[src/rtl/rtmc_spi_bridge.sv]
// SPI mode-0 slave that turns each 32-bit frame into one register-bus read or write.
// SPI pins are asynchronous to clk and are synchronized here; read data returns on MISO in the same frame.
module rtmc_spi_bridge #(
  parameter int ADDR_W      = 8,
  parameter int DATA_W      = 16,
  parameter int ACK_TIMEOUT = 15
) (
  input  logic              clk,
  input  logic              rst,
  input  logic              spi_sck,
  input  logic              spi_cs_n,
  input  logic              spi_mosi,
  output logic              spi_miso,
  output logic              spi_miso_oe,
  output logic [ADDR_W-1:0] reg_addr,
  output logic [DATA_W-1:0] reg_wdat,
  output logic              reg_wr,
  output logic              reg_rd,
  input  logic [DATA_W-1:0] reg_rdat,
  input  logic              reg_ack,
  output logic              busy,
  output logic              bus_err
);

  localparam int TMO_W = $clog2(ACK_TIMEOUT + 1);

  typedef enum logic [1:0] {
    IDLE,
    STROBE,
    WAIT_ACK
  } state_e;

  state_e           state_q, state_d;
  logic [TMO_W-1:0] tmo_q, tmo_d;

  logic [2:0]  sck_sync_q;
  logic [2:0]  cs_sync_q;
  logic [1:0]  mosi_sync_q;
  logic [1:0]  warm_q;
  logic        armed_q;

  logic        active_q;
  logic        done_q;
  logic [4:0]  bit_cnt_q;
  logic [30:0] rx_q;
  logic [15:0] tx_q;
  logic        miso_q;
  logic        rd_live_q;
  logic        is_rd_q;
  logic        bus_err_q;
  logic [ADDR_W-1:0] reg_addr_q;
  logic [DATA_W-1:0] reg_wdat_q;

  logic sck_rise, sck_fall, cs_fall, cs_rise, mosi_bit;
  logic bit_ok, rd_req, wr_req;
  logic launch, ack_done, tmo_hit;

  // NOTE: sequential state uses non-blocking assignments so every flop samples pre-edge values.
  always_ff @(posedge clk or posedge rst) begin
    if (rst) begin
      sck_sync_q  <= '0;
      cs_sync_q   <= '1;
      mosi_sync_q <= '0;
      warm_q      <= '0;
      armed_q     <= 1'b0;
    end else begin
      sck_sync_q  <= {sck_sync_q[1:0], spi_sck};
      cs_sync_q   <= {cs_sync_q[1:0], spi_cs_n};
      mosi_sync_q <= {mosi_sync_q[0], spi_mosi};
      // A CS held low through reset must not look like a frame start: wait to see CS high first.
      if (warm_q != 2'd2) warm_q <= warm_q + 2'd1;
      else if (cs_sync_q[1]) armed_q <= 1'b1;
    end
  end

  assign sck_rise = sck_sync_q[1] & ~sck_sync_q[2];
  assign sck_fall = ~sck_sync_q[1] & sck_sync_q[2];
  assign cs_fall  = armed_q & cs_sync_q[2] & ~cs_sync_q[1];
  assign cs_rise  = ~cs_sync_q[2] & cs_sync_q[1];
  assign mosi_bit = mosi_sync_q[1];

  // bit_cnt_q counts rises already taken; the new bit is the (bit_cnt_q+1)-th.
  assign bit_ok = sck_rise & active_q & ~done_q;
  assign rd_req = bit_ok && (bit_cnt_q == 5'd15) && !rx_q[14];
  assign wr_req = bit_ok && (bit_cnt_q == 5'd31) && rx_q[30];

  always_ff @(posedge clk or posedge rst) begin
    if (rst) begin
      state_q <= IDLE;
      tmo_q   <= '0;
    end else begin
      state_q <= state_d;
      tmo_q   <= tmo_d;
    end
  end

  // NOTE: every always_comb output gets a default first, so no path can infer a latch.
  always_comb begin
    state_d  = state_q;
    tmo_d    = tmo_q;
    launch   = 1'b0;
    ack_done = 1'b0;
    tmo_hit  = 1'b0;
    case (state_q)
      IDLE: begin
        if (rd_req || wr_req) begin
          launch  = 1'b1;
          state_d = STROBE;
        end
      end
      STROBE: begin
        tmo_d   = '0;
        state_d = WAIT_ACK;
      end
      WAIT_ACK: begin
        if (reg_ack) begin
          ack_done = 1'b1;
          state_d  = IDLE;
        end else if (tmo_q == TMO_W'(ACK_TIMEOUT - 1)) begin
          tmo_hit = 1'b1;
          state_d = IDLE;
        end else begin
          tmo_d = tmo_q + 1'b1;
        end
      end
      default: state_d = IDLE;
    endcase
  end

  always_ff @(posedge clk or posedge rst) begin
    if (rst) begin
      active_q   <= 1'b0;
      done_q     <= 1'b0;
      bit_cnt_q  <= '0;
      rx_q       <= '0;
      tx_q       <= '0;
      miso_q     <= 1'b0;
      rd_live_q  <= 1'b0;
      is_rd_q    <= 1'b0;
      bus_err_q  <= 1'b0;
      reg_addr_q <= '0;
      reg_wdat_q <= '0;
    end else begin
      if (cs_fall) begin
        active_q  <= 1'b1;
        done_q    <= 1'b0;
        bit_cnt_q <= '0;
        rx_q      <= '0;
        tx_q      <= '0;
        miso_q    <= 1'b0;
        bus_err_q <= 1'b0;
        rd_live_q <= 1'b0;
      end else if (cs_rise) begin
        active_q  <= 1'b0;
        done_q    <= 1'b0;
        bit_cnt_q <= '0;
        miso_q    <= 1'b0;
        rd_live_q <= 1'b0;
      end else begin
        if (bit_ok) begin
          rx_q      <= {rx_q[29:0], mosi_bit};
          bit_cnt_q <= bit_cnt_q + 5'd1;
          if (bit_cnt_q == 5'd31) done_q <= 1'b1;
        end
        // Read data goes out from the 16th fall onward; everything else on MISO is 0.
        if (sck_fall && active_q) begin
          if (!done_q && bit_cnt_q[4]) begin
            miso_q <= tx_q[15];
            tx_q   <= {tx_q[14:0], 1'b0};
          end else begin
            miso_q <= 1'b0;
          end
        end
        // A read left over from an earlier CS window completes on the bus but its data is dropped.
        if ((ack_done || tmo_hit) && is_rd_q && rd_live_q)
          tx_q <= ack_done ? 16'(reg_rdat) : 16'hDEAD;
        if (ack_done || tmo_hit) rd_live_q <= 1'b0;
      end

      if (launch) begin
        is_rd_q   <= rd_req;
        rd_live_q <= rd_req;
        if (rd_req) begin
          reg_addr_q <= ADDR_W'({rx_q[6:0], mosi_bit});
        end else begin
          reg_addr_q <= ADDR_W'(rx_q[22:15]);
          reg_wdat_q <= DATA_W'({rx_q[14:0], mosi_bit});
        end
      end
      if (tmo_hit) bus_err_q <= 1'b1;
    end
  end

  assign spi_miso    = miso_q;
  assign spi_miso_oe = ~cs_sync_q[1];
  assign reg_addr    = reg_addr_q;
  assign reg_wdat    = reg_wdat_q;
  assign reg_wr      = (state_q == STROBE) & ~is_rd_q;
  assign reg_rd      = (state_q == STROBE) & is_rd_q;
  assign busy        = (state_q != IDLE);
  assign bus_err     = bus_err_q;

endmodule

[config.mk]
export PLATFORM = sky130hd
export DESIGN_NAME = rtmc_spi_bridge
export DESIGN_NICKNAME = d
export VERILOG_FILES = /design/src/rtl/rtmc_spi_bridge.sv
export SDC_FILE = /design/constraint.sdc
export NUM_CORES = 1
export LEC_CHECK = 0
export CAP_MARGIN = 20
export CELL_PAD_IN_SITES_DETAIL_PLACEMENT = 0
export CELL_PAD_IN_SITES_GLOBAL_PLACEMENT = 1
export CORE_MARGIN = 4
export CORE_UTILIZATION = 48
export CTS_CLUSTER_SIZE = 30
export DETAILED_ROUTE_END_ITERATION = 10
export PLACE_DENSITY_LB_ADDON = 0.3
export SYNTH_ARGS = -nofsm -noshare
export SYNTH_HDL_FRONTEND = slang
export SYNTH_SLANG_ARGS = --single-unit
[constraint.sdc]
create_clock -name clk -period 9.09 [get_ports clk]
set_clock_uncertainty 0.15 [all_clocks]
set_input_delay 2.2725 -clock clk [delete_from_list [all_inputs] [get_ports clk]]
set_output_delay 2.2725 -clock clk [all_outputs]
set_load 0.02 [all_outputs]
# Word level (Yosys, flattened, before mapping)

Cells that the tools add are included.

RAM bits: 0
Memories: 0
Word-level logic and storage cells: 123
Bits of input ports: 22
Output and inout port bits: 30
Register bits after elaboration: 99
Memory bits (read-only): 0
Bits in latches: 0

$mul: 0
Div/mod/pow operators: 0
$add $sub $neg: 3
Eq/ne operators: 11
Bitwise operators: 17
Reduce and logical (&&, ||, !) cells: 31
Mux-type cells: 43
Magnitude comparators: 0
Shift-type cells: 0

Operators by type and width:

| cell                                                                  | number |
|---|---|
| 16-bit 2-to-1 mux                                                     | 6 |
| 31-bit 2-to-1 mux                                                     | 3 |
| 1-bit 2-to-1 mux                                                      | 23 |
| 5-bit 2-to-1 mux                                                      | 3 |
| 3-bit nonzero test                                                    | 5 |
| 2-bit != test, second input constant                                  | 5 |
| 2-bit AND reduction                                                   | 5 |
| 2-bit nonzero test                                                    | 5 |
| 1-bit AND                                                             | 9 |
| 1-bit logical AND                                                     | 8 |
| 4-bit 2-to-1 mux                                                      | 2 |
| 8-bit 2-to-1 mux                                                      | 1 |
| 1-bit inverter                                                        | 8 |
| 4-bit case mux with 2 select lines                                    | 1 |
| 2-bit 2-to-1 mux                                                      | 3 |
| 2-bit case mux with 3 select lines                                    | 1 |
| 3-bit AND reduction                                                   | 2 |
| 5-bit by 1-bit adder with 5-bit output, second input constant         | 1 |
| 5-bit by 4-bit equality test with 1-bit output, second input constant | 1 |
| 5-bit equality test, second input constant                            | 1 |
| 4-bit by 1-bit adder with 4-bit output, second input constant         | 1 |
| 4-bit equality test, second input constant                            | 1 |
| 4-bit nonzero test                                                    | 1 |
| 3-bit != test, second input constant                                  | 1 |
| 6 further kinds                                                       | 8 |

# Longest topological paths before layout

Gate-level depths: netlist of run 1.

Depth after elaboration: 10
Gate-level depth with buffers: 8
Depth with buffers taken out: 6

# Worst setup path before layout of run 1

No wires, ideal clock.

Path kind: input -> register
Start: in reg_ack
End: reg tx_q[10]
Path slack: 5.450 ns
Data required time: 8.797 ns
Cell stages on the path: 6
Data arrival time: 3.347 ns
Buffers on the path: 2
Path through: buf_2 > a31o_2 > nand3_4 > a31oi_2 > buf_2 > o22ai_1

Longest elaborated chain between the ends: 8
Elaborated cells on any way between the ends: 14

Ends and longest elaborated chain:

| element                         | RTL line | text |
|---|---|---|
| from (decl)                     | 20       | `input logic reg_ack,` |
| 1-bit 2-to-1 mux                | 116      | `if (reg_ack) begin` |
| 1-bit 2-to-1 mux                | 104      | `case (state_q)` |
| 1-bit logical OR                | 175      | `if ((ack_done \|\| tmo_hit) && is_rd_q && rd_live_q)` |
| 1-bit logical AND (2 in series) | 175      |  |
| 16-bit 2-to-1 mux               | 175      |  |
| 16-bit 2-to-1 mux               | 153      | `end else if (cs_rise) begin` |
| 16-bit 2-to-1 mux               | 144      | `if (cs_fall) begin` |
| to (signal assigned)            | 169      | `tx_q <= {tx_q[14:0], 1'b0};` |
| to (signal assigned)            | 176      | `tx_q <= ack_done ? 16'(reg_rdat) : 16'hDEAD;` |
| to (decl)                       | 46       | `logic [15:0] tx_q;` |

Several ways; a longest one is shown, not always the timed one. The select of a mux whose other input is x is not followed.
A chain may end at the register's enable or synchronous reset.

# Worst setup path in the final report of run 1

Start: reg state_q[0]
End: out busy

Longest elaborated chain between the ends: 1

Ends and longest elaborated chain:

| element                | RTL line | text |
|---|---|---|
| from (decl)            | 33       | `state_e state_q, state_d;` |
| from (signal assigned) | 92       | `state_q <= state_d;` |
| 2-bit nonzero test     | 200      | `assign busy = (state_q != IDLE);` |
| to (decl)              | 21       | `output logic busy,` |

Every way passes these cells.

==> results of run 1 <==
## area by class of cell
cell class / instances / area share
tap: 108 / 0.0264
clock inverter: 6 / 0.00929
inverter: 14 / 0.0108
multi-input combinational: 217 / 0.334
clock buffer: 10 / 0.0249
sequential: 99 / 0.485
timing repair buffer: 55 / 0.110
## logic make-up after synthesis
| logic type | after synthesis | synth area share |
|---|---|---|
| compound gates | 82 | 0.144 |
| xor+xnor | 4 | 0.00799 |
| fa+ha+maj | 6 | 0.0171 |
| buf+inv | 35 | 0.0440 |
| flops | 99 | 0.566 |
| mux | 41 | 0.113 |
| simple gates | 84 | 0.107 |
## cells in the mapped netlist, drive strengths merged, types with 2 or more instances
cell type and instances:
nand2 9, a22oi 5, inv 13, nor2 20
o21ai 7, o22ai 17, a21o 3, nor3 2
and3 3, buf 17, and4bb 2, nand2b 3
nand4 3, or3 2, clkbuf 4, ha 6
mux2i 2, xnor2 2, a21oi 7, mux2 39
xor2 2, nand3b 2, nand3 31, a22o 31
dfrtp 96, and2 2, dfstp 3
## registers in the layout, indices dropped and copies added (netlist names), 3 cells and up
signal / count
rx_q: 31
reg_wdat: 16
tx_q: 16
reg_addr: 8
bit_cnt_q: 5
tmo_q: 4
cs_sync_q: 3
sck_sync_q: 3
## stage by stage
stage	area (µm²)	utilization	setup slack (ns)
2_1_floorplan	4380	-	4.08
3_3_place_gp	4920	0.558	4.53
3_5_place_dp	4920	0.558	4.48
4_1_cts	5090	0.578	4.81
5_1_grt	5120	0.581	4.67
6_report	5120	0.581	4.81
## placed cells by master, fill, tap and decap left out, types with 5 or more instances in the layout
master | Yosys | final
o21ai_0 | 6 | 6
o22ai_1 | 17 | 17
clkbuf_8 | 0 | 9
nand2_1 | 9 | 9
dfrtp_1 | 96 | 96
mux2_4 | 10 | 10
nand3_1 | 28 | 28
ha_1 | 6 | 6
clkdlybuf4s50_1 | 0 | 51
a22o_1 | 31 | 31
mux2_2 | 29 | 29
a21oi_1 | 6 | 6
nor2_1 | 20 | 20
a22oi_1 | 5 | 5
inv_1 | 13 | 12
## report_power, final
group	total (µW)	internal [µW]	leakage (µW)	switching, µW
Sequential	459	448	0.00134	10.4
Combinational	51.3	20.9	0.000846	30.4
Clock	257	103	0.0000877	154
## worst max-delay path: cells and delay by family (launching register included)
family	cells	cell delay, ns
buf+inv	2	0.83
simple gates	1	0.12
flops	1	0.55
## layer usage
metal  global-route usage  share of wire
met1                0.228           0.49
met5                    0              0
met4               0.0475         0.0088
met3               0.0522          0.044
met2                0.256           0.46
## worst min path at each step
stage	from	to	slack, ns	cells past startpoint
floorplan	mosi_sync_q[0]	mosi_sync_q[1]	0.18	0
global placement	mosi_sync_q[0]	mosi_sync_q[1]	0.18	0
detailed placement	mosi_sync_q[0]	mosi_sync_q[1]	0.19	0
CTS	cs_sync_q[0]	cs_sync_q[1]	0.21	0
global route	cs_sync_q[0]	cs_sync_q[1]	0.22	0
finish	cs_sync_q[0]	cs_sync_q[1]	0.21	0
==> results.toml, run 1 <==
[outcome]
status = "complete, no violations"

[logic_synthesis]
synthesis.nets = 379
synth_area_leaders = "dfrtp_1, mux2_2, a22o_1"
ys_seq_area_frac = 0.566
synth_top_cell_by_area = "dfrtp_1"
synth_edf_count = 0
post-synth-top-area-fraction = 0.548
synth.distinct_cells = 53
ys_ff_latch = 99
syn_avg_cell_area_um2 = 12.5
synth_cells = 351
syn_area_um2 = 4380
ys_async_sr_fraction = 1.00
synth-main-ff-cell = "dfrtp_1"
synth_warnings = 0

[routing]
viasPerCell = 5.61
drt-pass1-iter-count = 4
drc = 0
drt_wl_total_um = 8570
final_antenna_net_count = 0
avgRoutedWirePerCell_um = 16.8
drt-initial-drc-count = 82
vias = 2853

[setup_path]
rr_worst_depth = 6
reg2reg_slack_ns = 6.27
r2r-end = "reg_wdat[14]"
rr_startpoint = "bit_cnt_q[0]"
critical_path.endpoint = "busy"
worstPathArrival_ns = 1.85
crit_path_top_delay_cell = "clkdlybuf4s50_1"
critPathMaxStageDelay_ns = 0.64
setup.worst_path.start_class = "register"
crit_chain = "nor2_1 > inv_1 > clkdlybuf4s50_1"
worstPathRequired_ns = 6.67
cp-end-kind = "primary output"
crit_fanout = 13
startpoint = "state_q[0]"
worstSetupPathType = "register to primary output"

[sta]
fin_crit_sh = 0.470
fin_setup_tns_ns = 0
min_period_ns = 4.28
fin_hold_ws_ns = 0.207
slew_headroom = 0.329
setup_viol = 0
worst_pin_slew_ns = 1.00
fmax_mhz = 234
grt_setup_unrepaired = "no"
hold_viol_final = 0
slew_viol_final = 0

[floorplan]
io_pins = 52
rows = 34
die_w_um = 104
die-area_um2 = 10700
initial_core_util = 0.498
die_y_um = 104
core_area_um2 = 8810

[clock_network]
hold_buffers = 0
post_cts_resized = 0
clockBufferDepth = 2
clk_latency_ns = 0.37
postCtsSetupBuffers = 0
cts_made_buffers = 9
clkSinkCount = 99
cts_tree = "built"
clk_pin_slew_worst_paths_ns = 0.09
htreeDepth = 3
clockRootBuffer = "clkbuf_8"

[power]
p_per_area_nw_per_um2 = 150
fin_total_pwr_uw = 767
vdd_drop_max_v = 0.0000878
leakage_uw = 0.00227

[final_layout]
fillers = 740
regArea_um2 = 2480
instances_no_fill = 509
multi_input_area_um2 = 1710
area_growth_pct = 16.8
final_layout_size_suffix_gt1_frac = 0.180
fin_nets = 424
diodes = 0

[grt]
grt_pass1_wl_um = 14600
gr-usage-all-layers = 0.166
grt_pass1_vias = 2887
overflow = 0
antenna_found_initial = 0
grt_max_degree = 51

[min_path]
hp-class = "register to register"

[job]
cap_violations = 0

[placed_design]
hpwl_um = 5490
portBuffers = 51
dp.cells = 492
place_congestion = 0.732
(Power assumes the default switching activity.)
==> run 2: changes to the inputs <==
--- a/config.mk
+++ b/config.mk
@@ -9,7 +9,7 @@
 export CELL_PAD_IN_SITES_DETAIL_PLACEMENT = 0
 export CELL_PAD_IN_SITES_GLOBAL_PLACEMENT = 1
 export CORE_MARGIN = 4
-export CORE_UTILIZATION = 48
+export CORE_UTILIZATION = 41
 export CTS_CLUSTER_SIZE = 30
 export DETAILED_ROUTE_END_ITERATION = 10
 export PLACE_DENSITY_LB_ADDON = 0.3
==> constraint.sdc (replaced) <==
create_clock -name clk -period 3.8 [get_ports clk]
set_clock_uncertainty 0.15 [all_clocks]
set_input_delay 0.95 -clock clk [delete_from_list [all_inputs] [get_ports clk]]
set_output_delay 0.95 -clock clk [all_outputs]
set_load 0.02 [all_outputs]
==> results.toml, run 2 (synthesis gave the netlist of run 1 again) <==
[outcome]
status = "complete, no violations"

[power]
leakage_uw = 0.00231
vdd_drop_max_v = 0.000191
p_per_area_nw_per_um2 = 368

[sta]
hold_viol_final = 0
setup_slack_ns = 0.809
fin_crit_sh = 0.787
slew_headroom = 0.529
worst_pin_slew_ns = 0.706
setup_viol = 0
fmax_mhz = 334
min_period_ns = 2.99
grt_setup_unrepaired = "no"
fin_setup_tns_ns = 0
slew_viol_final = 0

[routing]
vias = 2934
drt_wl_total_um = 8850
drt-pass1-iter-count = 4
drt-initial-drc-count = 139
avgRoutedWirePerCell_um = 16.4
drc = 0
final_antenna_net_count = 0
viasPerCell = 5.42

[setup_path]
worstPathArrival_ns = 1.89
cpLargestDelayFamily = "buffers and inverters"
crit_fanout = 13
critPathMaxStageDelay_ns = 0.67
crit_path_top_delay_cell = "clkdlybuf4s50_1"
crit_chain = "nor2_1 > inv_1 > clkdlybuf4s50_1"
cp-end-kind = "primary output"
setup.worst_path.start_class = "register"
crit_buf_inv = 2
worstPathRequired_ns = 2.70
worstSetupPathType = "register to primary output"

[clock_network]
clockBufferDepth = 2
cts_tree = "built"
postCtsSetupBuffers = 0
cts_made_buffers = 9
clk_pin_slew_worst_paths_ns = 0.09
post_cts_resized = 0
hold_buffers = 0
clk_latency_ns = 0.36
htreeDepth = 3
clkSinkCount = 99
clockRootBuffer = "clkbuf_8"

[floorplan]
io_pins = 52
core_area_um2 = 10400
die_w_um = 111
rows = 37
die_y_um = 111
die-area_um2 = 12400
initial_core_util = 0.423

[job]
cap_violations = 0

[grt]
gr-max-usage-layer = "met2"
gr-usage-all-layers = 0.155
grt_pass1_wl_um = 15700
gr-usage-met2 = 0.229
grt_use_met1 = 0.220
grt_max_degree = 56
antenna_found_initial = 0
grt_pass1_vias = 3018
grtUsageMet3 = 0.0370
overflow = 0

[final_layout]
fillers = 933
fin_nets = 428
multi_input_area_um2 = 1710
final_layout_size_suffix_gt1_frac = 0.188
area_growth_pct = 18.7
top_register = "rx_q"
mostFrequentLayoutCells = "dfrtp_1, clkdlybuf4s50_1, a22o_1"
regArea_um2 = 2480
largest_reg_flops = 31
final_common_cell = "dfrtp_1"
diodes = 0

[min_path]
hp-class = "register to register"

[placed_design]
hpwl_um = 5720
portBuffers = 51
post-place-ws_ns = 0.627
place_congestion = 0.773
==> run 2: cell type report <==
| cell class | count | share of cell area |
|---|---|---|
| Multi-Input combinational cell | 217 | 0.329 |
| Clock inverter | 5 | 0.0118 |
| Clock buffer | 11 | 0.0272 |
| Sequential cell | 99 | 0.477 |
| Tap cell | 136 | 0.0327 |
| Timing Repair Buffer | 59 | 0.112 |
| Inverter | 14 | 0.0106 |
==> run 2: worst paths after layout <==
kind                         startpoint            to  slack (ns)  depth (start not counted)
setup / recovery             state_q[0]          busy        0.81                          3
hold / removal             cs_sync_q[0]  cs_sync_q[1]        0.21                          0
setup reg to reg           bit_cnt_q[4]  reg_wdat[13]        1.38                          5
hold reg to reg            cs_sync_q[0]  cs_sync_q[1]        0.21                          0
max in group asynchronous           rst      rx_q[19]        1.92                          3
min in group asynchronous           rst      tmo_q[3]        0.91                          2
==> run 2: routing by layer <==
| metal | part of all wire | vias to the layer above | wire [µm] |
|---|---|---|---|
| li1 | - | 1386 | - |
| met1 | 0.47 | 1474 | 4170 |
| met2 | 0.46 | 62 | 4060 |
| met3 | 0.052 | 12 | 463 |
| met4 | 0.018 | 0 | 163 |
| met5 | 0 | - | 0 |
==> run 2: per-stage QoR <==
stage	instance area (µm²)	cells	utilization	hold slack, ns	total power (µW)
2_1_floorplan	4380	351	-	0.181	1190
3_3_place_gp	5000	525	0.482	0.183	1240
3_5_place_dp	5000	525	0.482	0.191	1250
4_1_cts	5200	541	0.502	0.211	1940
5_1_grt	5200	541	0.502	0.219	2010
6_report	5200	541	0.502	0.209	1910
==> run 2: report_power, final <==
group,internal (µW),switching [µW]
sequential,1070,24.7
clock,327,364
combinational,51.7,74.4
total,1450,463
